$ cat src/rtl/demux_stream.sv
// Registered 1:N packet demultiplexer with valid/ready on every port.
// The destination is locked on the first beat of a packet; every beat passes through one output register.
module demux_stream #(
  parameter int unsigned WIDTH = 8,
  parameter int unsigned N     = 4,
  parameter int unsigned SELW  = (N > 1) ? $clog2(N) : 1
) (
  input  logic             clk,
  input  logic             rst_n,
  input  logic             mode,
  input  logic             i_valid,
  output logic             i_ready,
  input  logic [WIDTH-1:0] i,
  input  logic             i_last,
  input  logic [SELW-1:0]  s,
  output logic [WIDTH-1:0] y,
  output logic [N-1:0]     y_valid,
  output logic             y_last,
  input  logic [N-1:0]     y_ready,
  output logic [7:0]       drop_cnt
);

  typedef enum logic [1:0] {IDLE, BUSY, DROP} state_t;

  localparam logic [SELW:0]   N_EXT   = (SELW+1)'(N);
  localparam logic [SELW-1:0] LAST_CH = SELW'(N - 1);

  state_t            state, state_d;
  logic              h_valid, h_last;
  logic [SELW-1:0]   h_dest;
  logic [WIDTH-1:0]  h_data;
  logic [SELW-1:0]   cur_dest, cur_dest_d;
  logic              cur_rr, cur_rr_d;
  logic [SELW-1:0]   rr_ptr;
  logic [SELW-1:0]   load_dest;
  logic              load, rr_adv, drop_inc;
  logic              drain, accept, s_bad;
  logic [SELW-1:0]   first_dest;
  logic [N-1:0]      hold_sel;

  // One-hot view of the held beat; drives both y_valid and the drain test.
  assign hold_sel   = h_valid ? (N'(1) << h_dest) : '0;
  assign y_valid    = hold_sel;
  assign y          = h_data;
  assign y_last     = h_last;
  assign drain      = |(hold_sel & y_ready);
  assign i_ready    = (state == DROP) || !h_valid || drain;
  assign accept     = i_valid && i_ready;
  assign s_bad      = ({1'b0, s} >= N_EXT);
  assign first_dest = mode ? rr_ptr : s;

  always_ff @(posedge clk or negedge rst_n) begin
    if (!rst_n) state <= IDLE;
    else        state <= state_d;
  end

  // Packet framing: decides whether an accepted beat is loaded, dropped, or ends the packet.
  always_comb begin
    state_d    = state;
    load       = 1'b0;
    load_dest  = cur_dest;
    cur_dest_d = cur_dest;
    cur_rr_d   = cur_rr;
    rr_adv     = 1'b0;
    drop_inc   = 1'b0;
    case (state)
      IDLE: begin
        if (accept) begin
          if (!mode && s_bad) begin
            drop_inc = 1'b1;
            if (!i_last) state_d = DROP;
          end else begin
            load       = 1'b1;
            load_dest  = first_dest;
            cur_dest_d = first_dest;
            cur_rr_d   = mode;
            if (i_last) rr_adv = mode;
            else        state_d = BUSY;
          end
        end
      end
      BUSY: begin
        if (accept) begin
          load = 1'b1;
          if (i_last) begin
            rr_adv  = cur_rr;
            state_d = IDLE;
          end
        end
      end
      DROP: begin
        if (accept && i_last) state_d = IDLE;
      end
      default: state_d = IDLE;
    endcase
  end

  // Output register, packet context and counters.
  always_ff @(posedge clk or negedge rst_n) begin
    if (!rst_n) begin
      h_valid  <= 1'b0;
      h_dest   <= '0;
      h_data   <= '0;
      h_last   <= 1'b0;
      cur_dest <= '0;
      cur_rr   <= 1'b0;
      rr_ptr   <= '0;
      drop_cnt <= 8'd0;
    end else begin
      if (load) begin
        h_valid <= 1'b1;
        h_dest  <= load_dest;
        h_data  <= i;
        h_last  <= i_last;
      end else if (drain) begin
        h_valid <= 1'b0;
      end
      cur_dest <= cur_dest_d;
      cur_rr   <= cur_rr_d;
      if (rr_adv) rr_ptr <= (rr_ptr == LAST_CH) ? '0 : rr_ptr + SELW'(1);
      if (drop_inc && drop_cnt != 8'hFF) drop_cnt <= drop_cnt + 8'd1;
    end
  end

endmodule

$ cat config.mk
export PLATFORM = sky130hd
export DESIGN_NAME = demux_stream
export DESIGN_NICKNAME = d
export VERILOG_FILES = /design/src/rtl/demux_stream.sv
export SDC_FILE = /design/constraint.sdc
export NUM_CORES = 1
export LEC_CHECK = 0
export CAP_MARGIN = 20
export CORE_ASPECT_RATIO = 0.7
export CORE_UTILIZATION = 45
export CTS_BUF_LIST = sky130_fd_sc_hd__clkbuf_4 sky130_fd_sc_hd__clkbuf_8
export DETAILED_ROUTE_END_ITERATION = 6
export PLACE_DENSITY = 0.85
export SYNTH_ARGS = -nofsm -noshare
export SYNTH_HDL_FRONTEND = slang
export SYNTH_SLANG_ARGS = --single-unit
$ cat constraint.sdc
create_clock -name clk -period 3.25 [get_ports clk]
set_clock_uncertainty 0.05 [all_clocks]
set_input_delay 0.4875 -clock clk [delete_from_list [all_inputs] [get_ports clk]]
set_output_delay 0.4875 -clock clk [all_outputs]
set_load 0.005 [all_outputs]
==> Yosys cells after proc, flatten, opt, wreduce, memory -nomap -nowiden <==
Index checks and enable logic that the tools add are counted.
{ "totals": {"memories": 0, "in_bits": 19, "ram_bits": 0, "reg_bits": 19, "output_inout_bits": 22, "latchBits": 0, "rom_bits": 0, "elab_cells": 50} }
{ "op_classes": {"magnitude_cmp": 0, "n_shift": 1, "n_mul": 0, "n_bitwise": 1, "div_mod_pow": 0, "n_reduce_logical": 11, "eq_ne": 8, "muxes": 20, "add_sub_neg": 1} }
{ "ops": {"columns": ["operator", "n"], "rows": [
  ["2-bit 2-to-1 mux", 9],
  ["1-bit 2-to-1 mux", 8],
  ["2-bit != test, second input constant", 4],
  ["2-bit one-hot mux with 3 select lines", 1],
  ["5-bit AND reduction", 1],
  ["4-bit bitwise AND", 1],
  ["2-bit == test, second input constant", 2],
  ["4-bit 2-to-1 mux", 1],
  ["4-bit OR reduction", 1],
  ["1-bit by 2-bit left shift with 4-bit output, first input constant", 1],
  ["2-bit by 1-bit adder with 2-bit output, second input constant", 1],
  ["2-bit by 1-bit == test with 1-bit output, second input constant", 1],
  ["1-bit logical AND", 2],
  ["2-bit zero test", 1],
  ["1-bit logical OR", 2],
  ["2-bit by 1-bit != test with 1-bit output, second input constant", 1],
  ["1-bit one-hot mux with 2 select lines", 1],
  ["2-bit AND reduction", 1],
  ["2-bit nonzero test", 1],
  ["2-bit OR reduction", 1],
  ["1-bit zero test", 1]
]} }

==> Logic depth before layout (Yosys ltp) <==
{ "logic_depth": {"depth_word": 9, "mapped_depth": 5, "depth_no_buf": 4} }

==> Worst setup path after synthesis <==
OpenSTA, ideal clock, no wires.
{ "synth_path": {"path_kind": "reg2reg", "start": "register h_dest[1]", "end": "register h_data[0] (netlist: y[0])", "path_buffers": 1, "synth_period_minus_slack_ps": 1754, "arrival_time_ps": 1579, "path_slack_ps": 1496, "required_time_ps": 3075, "stages_incl_launch_ff": 5, "setup_ps": 125, "cell_sequence": "dfrtp_1 mux2_2 o221ai_4 buf_8 mux2_4"} }
{ "synth_via": {"elab_chain_cells": 8} }
{ "synth_rtl": {"columns": ["item", "line", "source"], "rows": [
  ["start, declared", "30", "logic [SELW-1:0] h_dest;"],
  ["start signal, assigned", "112", "h_dest <= load_dest;"],
  ["1-bit by 2-bit left shift with 4-bit output", "42", "assign hold_sel = h_valid ? (N'(1) << h_dest) : '0;"],
  ["4-bit 2-to-1 mux", "42", null],
  ["4-bit bitwise AND", "46", "assign drain = |(hold_sel & y_ready);"],
  ["4-bit OR reduction", "46", null],
  ["1-bit logical OR", "47", "assign i_ready = (state == DROP) || !h_valid || drain;"],
  ["1-bit logical AND", "48", "assign accept = i_valid && i_ready;"],
  ["1-bit 2-to-1 mux", "83", "if (accept) begin"],
  ["1-bit 2-to-1 mux", null, null],
  ["end signal, assigned", "113", "h_data <= i;"],
  ["end, declared", "31", "logic [WIDTH-1:0] h_data;"]
]} }
No other way between the ends.
A chain may end at the register's enable or synchronous reset.

==> Worst setup path after layout <==
{ "layout_path": {"start": "input port y_ready[2]", "end": "output port i_ready"} }
{ "layout_via": {"elab_chain_cells": 3} }
{ "layout_rtl": {"columns": ["item", "line", "source"], "rows": [
  ["start, declared", "19", "input logic [N-1:0] y_ready,"],
  ["4-bit bitwise AND", "46", null],
  ["4-bit OR reduction", "46", null],
  ["1-bit logical OR", "47", null],
  ["end, declared", "12", "output logic i_ready,"]
]} }
No other way between the ends.

==> results.txt <==
Global-route wire length before repair -> 2680 um
Via density per instance -> 4.78
Max Clock Freq -> 417 MHz
Yosys cell types -> 18
Max Fanout on Critical Path -> 2
Detailed-router iteration count before antenna repair -> 4
Sequential power share -> 39.4%
DRT Wirelength -> 1620 um
Worst Slack Setup Final -> 0.855 ns
Clock-pin transition on the worst setup and hold timing paths -> 0.10 ns
Number of nets still failing antenna checks after routing -> 0
Chip Width -> 56.3 um
R2R Setup Slk -> 1.25 ns
Fraction of layout instances using a drive strength above 1 -> 23.3%
P&R area growth vs syn -> 36.1%
Half-perimeter wire length of the detailed placement result -> 1270 um
I/O pin count -> 41
Pre-CTS worst setup slack -> 0.843 ns
Worst-Margin Slew -> 0.790 ns
Setup repair bufs after CTS -> 0
Max Cap Viol -> 0
Most common cell after layout, fill and taps aside -> sky130_fd_sc_hd__clkdlybuf4s50_1
Kind of start point of the critical path -> primary input
Synthesized-area fraction occupied by ao, oa, aoi and oai cells -> 4.98%
Post-synthesis cell count -> 69
Shortest period the worst path allows -> 2.40 ns
Switching share of total power -> 30.4%
Critical path required time -> 2.71 ns
Area of the core -> 1900 um2
Max Root-Sink Buffers -> 2
Combinational family with the most area after synthesis -> multiplexers
Antenna diode instance count -> 0
LEAKAGE -> 0.559 nW
Max-slew headroom -> 47.1%
Post-CTS Hold Fix Bufs -> 0
DRC violations left -> 0
# fillers -> 167
Worst skew pair latency -> 0.30 ns
Total Neg Setup Slack -> 0 ns
Yosys warning total -> 0
Setup Crit Path Kind -> primary input to output pin
Most numerous cell on the critical path -> sky130_fd_sc_hd__clkdlybuf4s50_1
Result of the run -> finished clean
Area of the mapped netlist -> 930 um2
Psw -> 0.307 mW
Number of port buffers -> 32
Crit. End Element -> output pin
Int Power -> 0.701 mW
Combined global-route utilization of all metal layers -> 16.9%
Slowest CP cell -> sky130_fd_sc_hd__clkdlybuf4s50_1
Register area share after synthesis -> 48.5%
Starting density of the core -> 48.8%
Post-synthesis adder-cell area fraction -> 1.35%
Unrepaired setup endpoints after global routing -> false
Die area -> 2250 um2
Deepest level of the CTS H-tree -> 1
Data arrival time of the critical path -> 1.86 ns
Cell type contributing the most total cell area after synthesis -> sky130_fd_sc_hd__dfrtp_1
Final net count -> 124
Chip height -> 40.0 um
Clock root buffer master -> sky130_fd_sc_hd__clkbuf_4
Kind of cell with the highest combined delay on the critical path -> buffers and inverters
Residual overflow from global routing -> 0
Number of buffers created by CTS -> 3
Proportion of synthesized area in mux cells -> 28.1%
Routability cong. -> 0.759
Clock power frac -> 13.9%
Period Utilization, post-route -> 73.7%
Number of DRC violations after detailed-routing iteration 0 -> 21
CP Cell Sequence -> clkdlybuf4s50_1, mux2_2, o22a_2, clkdlybuf4s50_1
Via count of the first global-routing pass -> 584
Worst min path class -> register to register
Maximum cell stage delay along the critical path -> 0.45 ns
Count of buffer and inverter cells on the critical path -> 2
Areal power density over the cells -> 797 nW/um2
Number of synthesized register bits -> 18
TritonCTS clock tree -> done
Placement Rows -> 13
Number of sinks driven by the clock tree -> 18
Synthesized area per cell -> 13.5 um2
Share of the synthesized area in the top cell type -> 48.5%
Final-report hold violation count -> 0
XOR/XNOR share of the synthesized area -> 0%
Antenna violations before repair -> 0
Per-cell routed wire length -> 13.0 um
Highest ir drop seen on vdd -> 0.444 mV
Largest cells by area after synthesis -> sky130_fd_sc_hd__dfrtp_1 48%, sky130_fd_sc_hd__mux2_2 13%, sky130_fd_sc_hd__mux2_4 8.1%
Maximum number of pins on one net before global-route repair -> 19
Combinational group share of total power -> 46.7%
Count of vias placed by the detailed router -> 598
Area fraction in and, or, nand and nor cells after synthesis -> 7.81%
Highest-count cells in the layout ignoring fill and taps -> 32 x sky130_fd_sc_hd__clkdlybuf4s50_1, 18 x sky130_fd_sc_hd__dfrtp_1, 11 x sky130_fd_sc_hd__mux2_2, 8 x sky130_fd_sc_hd__conb_1
Max Transition Viols Final -> 0
Post_cts resized -> 0
# setup viols final -> 0
sequential cells by signal, summed over array words and instances, names as in the netlist:
signal	count
y	8
h_dest	2
y_last	1
state	1
rr_ptr	2
h_valid	1
cur_dest	2
cur_rr	1
power by group through the flow:
stage | registers, mW | clock network, mW | logic, mW
floorplan | 0.394 | 0 | 0.278
global placement | 0.395 | 0 | 0.463
detailed placement | 0.404 | 0 | 0.479
CTS | 0.399 | 0.145 | 0.481
global route | 0.415 | 0.152 | 0.522
finish | 0.397 | 0.140 | 0.471
final cells by class:
type	instances	area [um2]	share of cell area (%)
clock buffer	4	36.3	2.87
sequential	18	450	35.6
inverter	2	7.51	0.593
timing repair buffer	32	320	25.3
multi-input combinational	47	423	33.4
tap	22	27.5	2.18
per-layer routing:
layer	vias to the layer above	wire, um	GRT usage (%)
met3	2	137	7.42
met1	276	725	19.5
met4	0	10	5.49
li1	287	-	-
met5	-	0	0
met2	33	749	29.5
worst paths after layout:
| path | from | to | cells after the start |
|---|---|---|---|
| min in group asynchronous | rst_n | y[0] | 1 |
| setup / recovery | y_ready[2] | i_ready | 4 |
| setup reg to reg | h_dest[1] | rr_ptr[1] | 4 |
| max in group asynchronous | rst_n | y[4] | 1 |
| hold reg to reg | h_dest[0] | h_dest[0] | 2 |
| hold / removal | h_dest[0] | h_dest[0] | 2 |
stage by stage:
stage	hold WS [ns]	utilization, %	cells	total power [mW]	instance area, um2
after detailed placement	0.445	64.6	121	0.883	1230
after CTS	0.469	66.5	125	1.03	1260
after global placement	0.434	64.6	121	0.858	1230
after global routing	0.499	66.5	125	1.09	1260
final	0.460	66.5	125	1.01	1260
after floorplan	0.142	-	76	0.672	956
cells by family after synthesis:
logic type                 Yosys count
adders and majority gates            1
and+or+nand+nor                     12
DFF                                 18
other                                1
muxes                               22
AOI/OAI and AO/OA                    4
buffers and inverters               11
synth_stat cells:
cell type	instances
sky130_fd_sc_hd__buf_4	8
sky130_fd_sc_hd__buf_8	1
sky130_fd_sc_hd__conb_1	1
sky130_fd_sc_hd__dfrtp_1	18
sky130_fd_sc_hd__ha_1	1
sky130_fd_sc_hd__inv_1	2
sky130_fd_sc_hd__mux2_1	2
sky130_fd_sc_hd__mux2_2	11
sky130_fd_sc_hd__mux2_4	5
sky130_fd_sc_hd__mux2i_1	4
sky130_fd_sc_hd__nand2_1	3
sky130_fd_sc_hd__nand2b_1	2
sky130_fd_sc_hd__nor2_1	5
sky130_fd_sc_hd__nor2_4	1
sky130_fd_sc_hd__nor3b_4	1
sky130_fd_sc_hd__o21ai_0	2
sky130_fd_sc_hd__o221ai_4	1
sky130_fd_sc_hd__o22a_2	1
worst reg2reg max path, cell delays in order (launching register included):
cell	delay (ns)
sky130_fd_sc_hd__dfrtp_1	0.46
sky130_fd_sc_hd__mux2_2	0.40
sky130_fd_sc_hd__o221ai_4	0.57
sky130_fd_sc_hd__nor3b_4	0.10
sky130_fd_sc_hd__mux2_1	0.33
Note: power is estimated with default switching activity, not from simulation.
==> edit 1 (same flow settings) <==
Reset style: synchronous (`rst_n`), changed in 2 clocked blocks.
--- a/src/rtl/demux_stream.sv
+++ b/src/rtl/demux_stream.sv
@@ -51,3 +51,3 @@
 
-  always_ff @(posedge clk or negedge rst_n) begin
+  always_ff @(posedge clk) begin
     if (!rst_n) state <= IDLE;
@@ -98,3 +98,3 @@
   // Output register, packet context and counters.
-  always_ff @(posedge clk or negedge rst_n) begin
+  always_ff @(posedge clk) begin
     if (!rst_n) begin
Formal check against the unedited RTL: differs if rst_n is asserted again (counterexample within 4 cycles, from zero or initial values and one cycle with rst_n low); with rst_n held inactive, the same outputs for 10 cycles.
==> edit 1 against the original RTL <==
Final area decreased by 4.4%. Sequential cell count unchanged. Core utilization is 1.8 points lower. Synthesized area down 2.2%. Wire length rose by 12%. Die area fell by 2.1%. Worst setup slack improved by 0.030 ns. Highest routed layer is now met3.
Power is not compared: it rests on default switching activity, and its combinational part moved more than twofold at a synthesized area within 25%.
==> edit 1: results (changes against the original RTL) <==
[routing]
routedWlPerCell_um = 11.8  ; -9.4%
met3_length_um = 113  ; -18%
met1_length_um = 823  ; +14%
drtIter0Drc = 21  ; unchanged
highest_layer = met3
dr_wl_met2_um = 886  ; +18%
vias_per_cell = 4.87  ; +1.8%

[global_routing]
grt_max_degree = 28  ; +9
grt_pass1_wl_um = 3100  ; +16%
grt_use_total = 0.191  ; +0.0220
grt_pass1_vias = 703  ; +20%

[power]
p_total_mw = 0.451

[yosys]
ys_async_sr_fraction = 0  ; -1.00
ys_types = 26  ; +8
yosysSeqAreaShare = 0.396  ; -0.0884
synthTopCellsByArea = dfxtp_1 (40%), mux2i_1 (8.8%), buf_4 (7.4%), nand2_1 (7.4%), nand3_1 (6.6%)
synth_commonest_cells = dfxtp_1 (18), nand2_1 (18), nand3_1 (12)
synth_ff_type = dfxtp_1

[cells_and_area]
fillers = 173  ; +3.6%
final_layout_size_suffix_gt1_frac = 0.0677  ; -0.165
nNetsFinal = 155  ; +25%

[min_path]
hold_end = cur_dest[0]
min_from = cur_dest[0]
hp-class = flop to flop

[critical_path]
crit-reg2reg-capture = state[0]
r2r_slack_ns = 1.22  ; -0.03 ns
reg2reg_from = h_dest[0]
arrival_ns = 1.83  ; -0.03 ns

[placed_design]
gp_congestion = 0.821  ; +8.2%
place_area_um2 = 1190  ; -3.4%
hpwl_um = 1440  ; +13%

[clock_tree]
numCtsBuffers = 3  ; unchanged
h-tree-depth = 1  ; unchanged

[run_status]
outcome = complete, no violations

[timing]
tightest_slew_ns = 0.942  ; +0.152 ns
maxSlewViolCount = 0  ; unchanged

==> edit 1: cell count changes after synthesis, moves of 9 or more <==
cell	unedited run	this run
dfrtp_1	18	0
dfxtp_1	0	18
mux2_2	11	2
nand2_1	3	18
nand3_1	0	12
o21ai_1	0	11
==> edit 1: worst max path at each step <==
stage / from / endpoint / slack, ns
global placement: y_ready[3] / rr_ptr[0] / 0.90
floorplan: y_ready[3] / rr_ptr[0] / 1.71
finish: y_ready[2] / i_ready / 0.88
detailed placement: y_ready[2] / rr_ptr[0] / 0.80
CTS: y_ready[2] / i_ready / 0.89
global route: y_ready[2] / i_ready / 0.83
==> edit 1: critical path, stage by stage <==
cell             delay [ns]
clkdlybuf4s50_1        0.46
mux2i_1                0.09
a22oi_1                0.25
clkdlybuf4s50_1        0.54
==> edit 1: layer usage <==
| metal | vias to the layer above | global-route usage |
|---|---|---|
| met3 | 0 | 0.0792 |
| met4 | 0 | 0.0188 |
| li1 | 398 | - |
| met5 | - | 0 |
| met1 | 335 | 0.196 |
| met2 | 22 | 0.389 |
==> edit 1: power breakdown <==
| part | switching [mW] | internal, mW | total (mW) |
|---|---|---|---|
| sequential | 0.0109 | 0.235 | 0.246 |
| clock | 0.0654 | 0.0431 | 0.108 |
| combinational | 0.0408 | 0.0563 | 0.0971 |
==> edit 1: final cells by class <==
class	count	area share
multi-input combinational	77	0.384
clock buffer	3	0.0186
inverter	2	0.00620
tap	22	0.0228
sequential	18	0.298
timing repair buffer	33	0.271
==> edit 1: cells by family (layout without fill, tap and decap cells) <==
| logic type | Yosys count | after routing | share of synthesized area |
|---|---|---|---|
| and+or+nand+nor | 41 | 41 | 0.235 |
| DFF | 18 | 18 | 0.396 |
| buffers and inverters | 18 | 38 | 0.122 |
| AOI/OAI and AO/OA | 17 | 17 | 0.116 |
| muxes | 10 | 10 | 0.113 |
| adders and majority gates | 1 | 1 | 0.0138 |
| other | 1 | 8 | 0.00412 |
==> edit 1: through the flow <==
step                cells  setup WS, ns  hold slack (ns)  utilization
detailed placement    152         0.804            0.403        0.635
global route          155         0.827            0.441        0.647
finish                155         0.885            0.412        0.647
floorplan             113          1.71            0.380            -
CTS                   155         0.885            0.416        0.647
global placement      152         0.896            0.394        0.635
==> edit 2 (config.mk and constraints unchanged) <==
Made on the original files. Set the parameter `N` to 2 (it was 4).
--- a/src/rtl/demux_stream.sv
+++ b/src/rtl/demux_stream.sv
@@ -4,3 +4,3 @@
   parameter int unsigned WIDTH = 8,
-  parameter int unsigned N     = 4,
+  parameter int unsigned N     = 2,
   parameter int unsigned SELW  = (N > 1) ? $clog2(N) : 1
Interface: changed (resized s, y_ready and y_valid); port bits go from 41 to 36. No check against the original RTL was run, so the function may have changed too.
==> edit 2 against the original RTL <==
Wire length down 22%. Synthesized area down 20%. Critical path depth unchanged. Final area down 19%. Combinational power down 42%. Count of clock-buffer cells in the layout unchanged. Worst setup slack better by 0.11 ns. Cell count down 18%. Sequential cell count down 3. Largest power group is now registers. Power down 32%. Worst hold slack worse by 0.046 ns. Synthesized cell count down 22%. Die area down 19%.
==> edit 2: results (changes against the original RTL) <==
[placed_design]
io_buffers = 27  ; -16%
gp_congestion = 0.717  ; -5.6%
hpwl_um = 978  ; -23%
place_area_um2 = 995  ; -19%
place_ws_ns = 0.936  ; +0.0929 ns
dp.cells = 98  ; -19%

[yosys]
synth_commonest_cells = dfrtp_1 (15), buf_4 (8), mux2_4 (8)
synth_ff_type = dfrtp_1
yosys_warnings = 0  ; unchanged
yosysSeqAreaShare = 0.503  ; +0.0188
ys_async_sr_fraction = 1.00  ; unchanged
synth_area_per_cell_um2 = 13.8  ; +2.5%
synthTopCellsByArea = dfrtp_1 (50%), mux2_4 (16%), buf_4 (8.1%), mux2_2 (6.0%), mux2i_1 (5.4%)
ys_types = 17  ; -1

[global_routing]
grt_pass1_vias = 478  ; -18%
grt_max_degree = 16  ; -3
grt_pass1_wl_um = 2130  ; -20%
antenna_found_initial = 0  ; unchanged
grt_use_total = 0.170  ; +0.000713

[power]
vdd_drop_max_mv = 0.446  ; +0.34%
p_leak_nw = 0.466  ; -17%

[critical_path]
crit_fanout = 4  ; +2
critical-path-max-stage-delay_ns = 0.46
cp_top_family = buffers and inverters
reg2reg_from = h_dest
crit_slowest_cell = clkdlybuf4s50_1
worstSetupStartpoint = y_ready[1]

[min_path]
min_from = rr_ptr
hp-class = flop to flop

[clock_tree]
clk_pin_slew_ns = 0.08  ; -0.02 ns
h-tree-depth = 1  ; unchanged
clock_latency_ns = 0.28  ; -0.02 ns
numCtsBuffers = 3  ; unchanged
clock_path_buffers = 2  ; unchanged
cts_setup_buffers = 0  ; unchanged
hold_buffers = 0  ; unchanged
cts_resized = 0  ; unchanged
root_buffer = clkbuf_4

[routing]
dr.pass1.iters = 4  ; unchanged
vias_per_cell = 4.64  ; -3.1%
routedWlPerCell_um = 12.4  ; -4.1%
wl_um = 1270  ; -22%
drtIter0Drc = 3  ; -86%

[timing]
slew_headroom = 0.457  ; -0.0145

[run_status]
outcome = complete, no violations

[cells_and_area]
nNetsFinal = 100  ; -19%
largest_register_ff_count = 8  ; unchanged
n_antenna_cell = 0  ; unchanged
final_layout_size_suffix_gt1_frac = 0.241  ; +0.00795

==> edit 2: path summary, 6_finish.rpt <==
path | to | slack [ns] | depth (start not counted)
worst max-delay path | i_ready | 0.96 | 4
worst min-delay path | rr_ptr | 0.41 | 1
worst max register to register | y[7] | 1.40 | 3
worst min register to register | rr_ptr | 0.41 | 1
max in group asynchronous | h_dest | 2.20 | 1
min in group asynchronous | y[0] | 0.54 | 1
==> edit 2: report_power, final <==
group	internal [mW]	switching [mW]
registers	0.252	0.0436
clock network	0.0561	0.0574
logic	0.193	0.0811
total	0.502	0.182
==> edit 2: logic make-up after synthesis <==
group | after synthesis | share of synthesized area
AND/OR/NAND/NOR | 6 | 0.0487
XOR/XNOR | 1 | 0.0117
other | 1 | 0.00503
AO/OA/AOI/OAI | 3 | 0.0319
multiplexers | 17 | 0.294
flip-flops | 15 | 0.503
buffers and inverters | 11 | 0.106
==> edit 2: worst register-to-register path: stages, from the launching register on <==
cell and delay (ns):
dfrtp_1 0.43, mux2i_2 0.20, a21boi_2 0.64, mux2_2 0.42
==> edit 2: layout make-up <==
| class | instances | area (um^2) |
|---|---|---|
| fillers | 107 | 407 |
| flip-flops and latches | 15 | 375 |
| multi-input cells | 35 | 318 |
| repair buffers | 27 | 270 |
| clock buffers | 4 | 30.0 |
| well taps | 19 | 23.8 |
| inverters | 2 | 7.51 |
==> edit 2: per-layer routing <==
layer	global-route usage	wire, um	up-vias
met3	0.0684	106	3
met5	0	0	-
li1	-	-	224
met4	0.0833	16	0
met1	0.178	548	222
met2	0.297	598	24
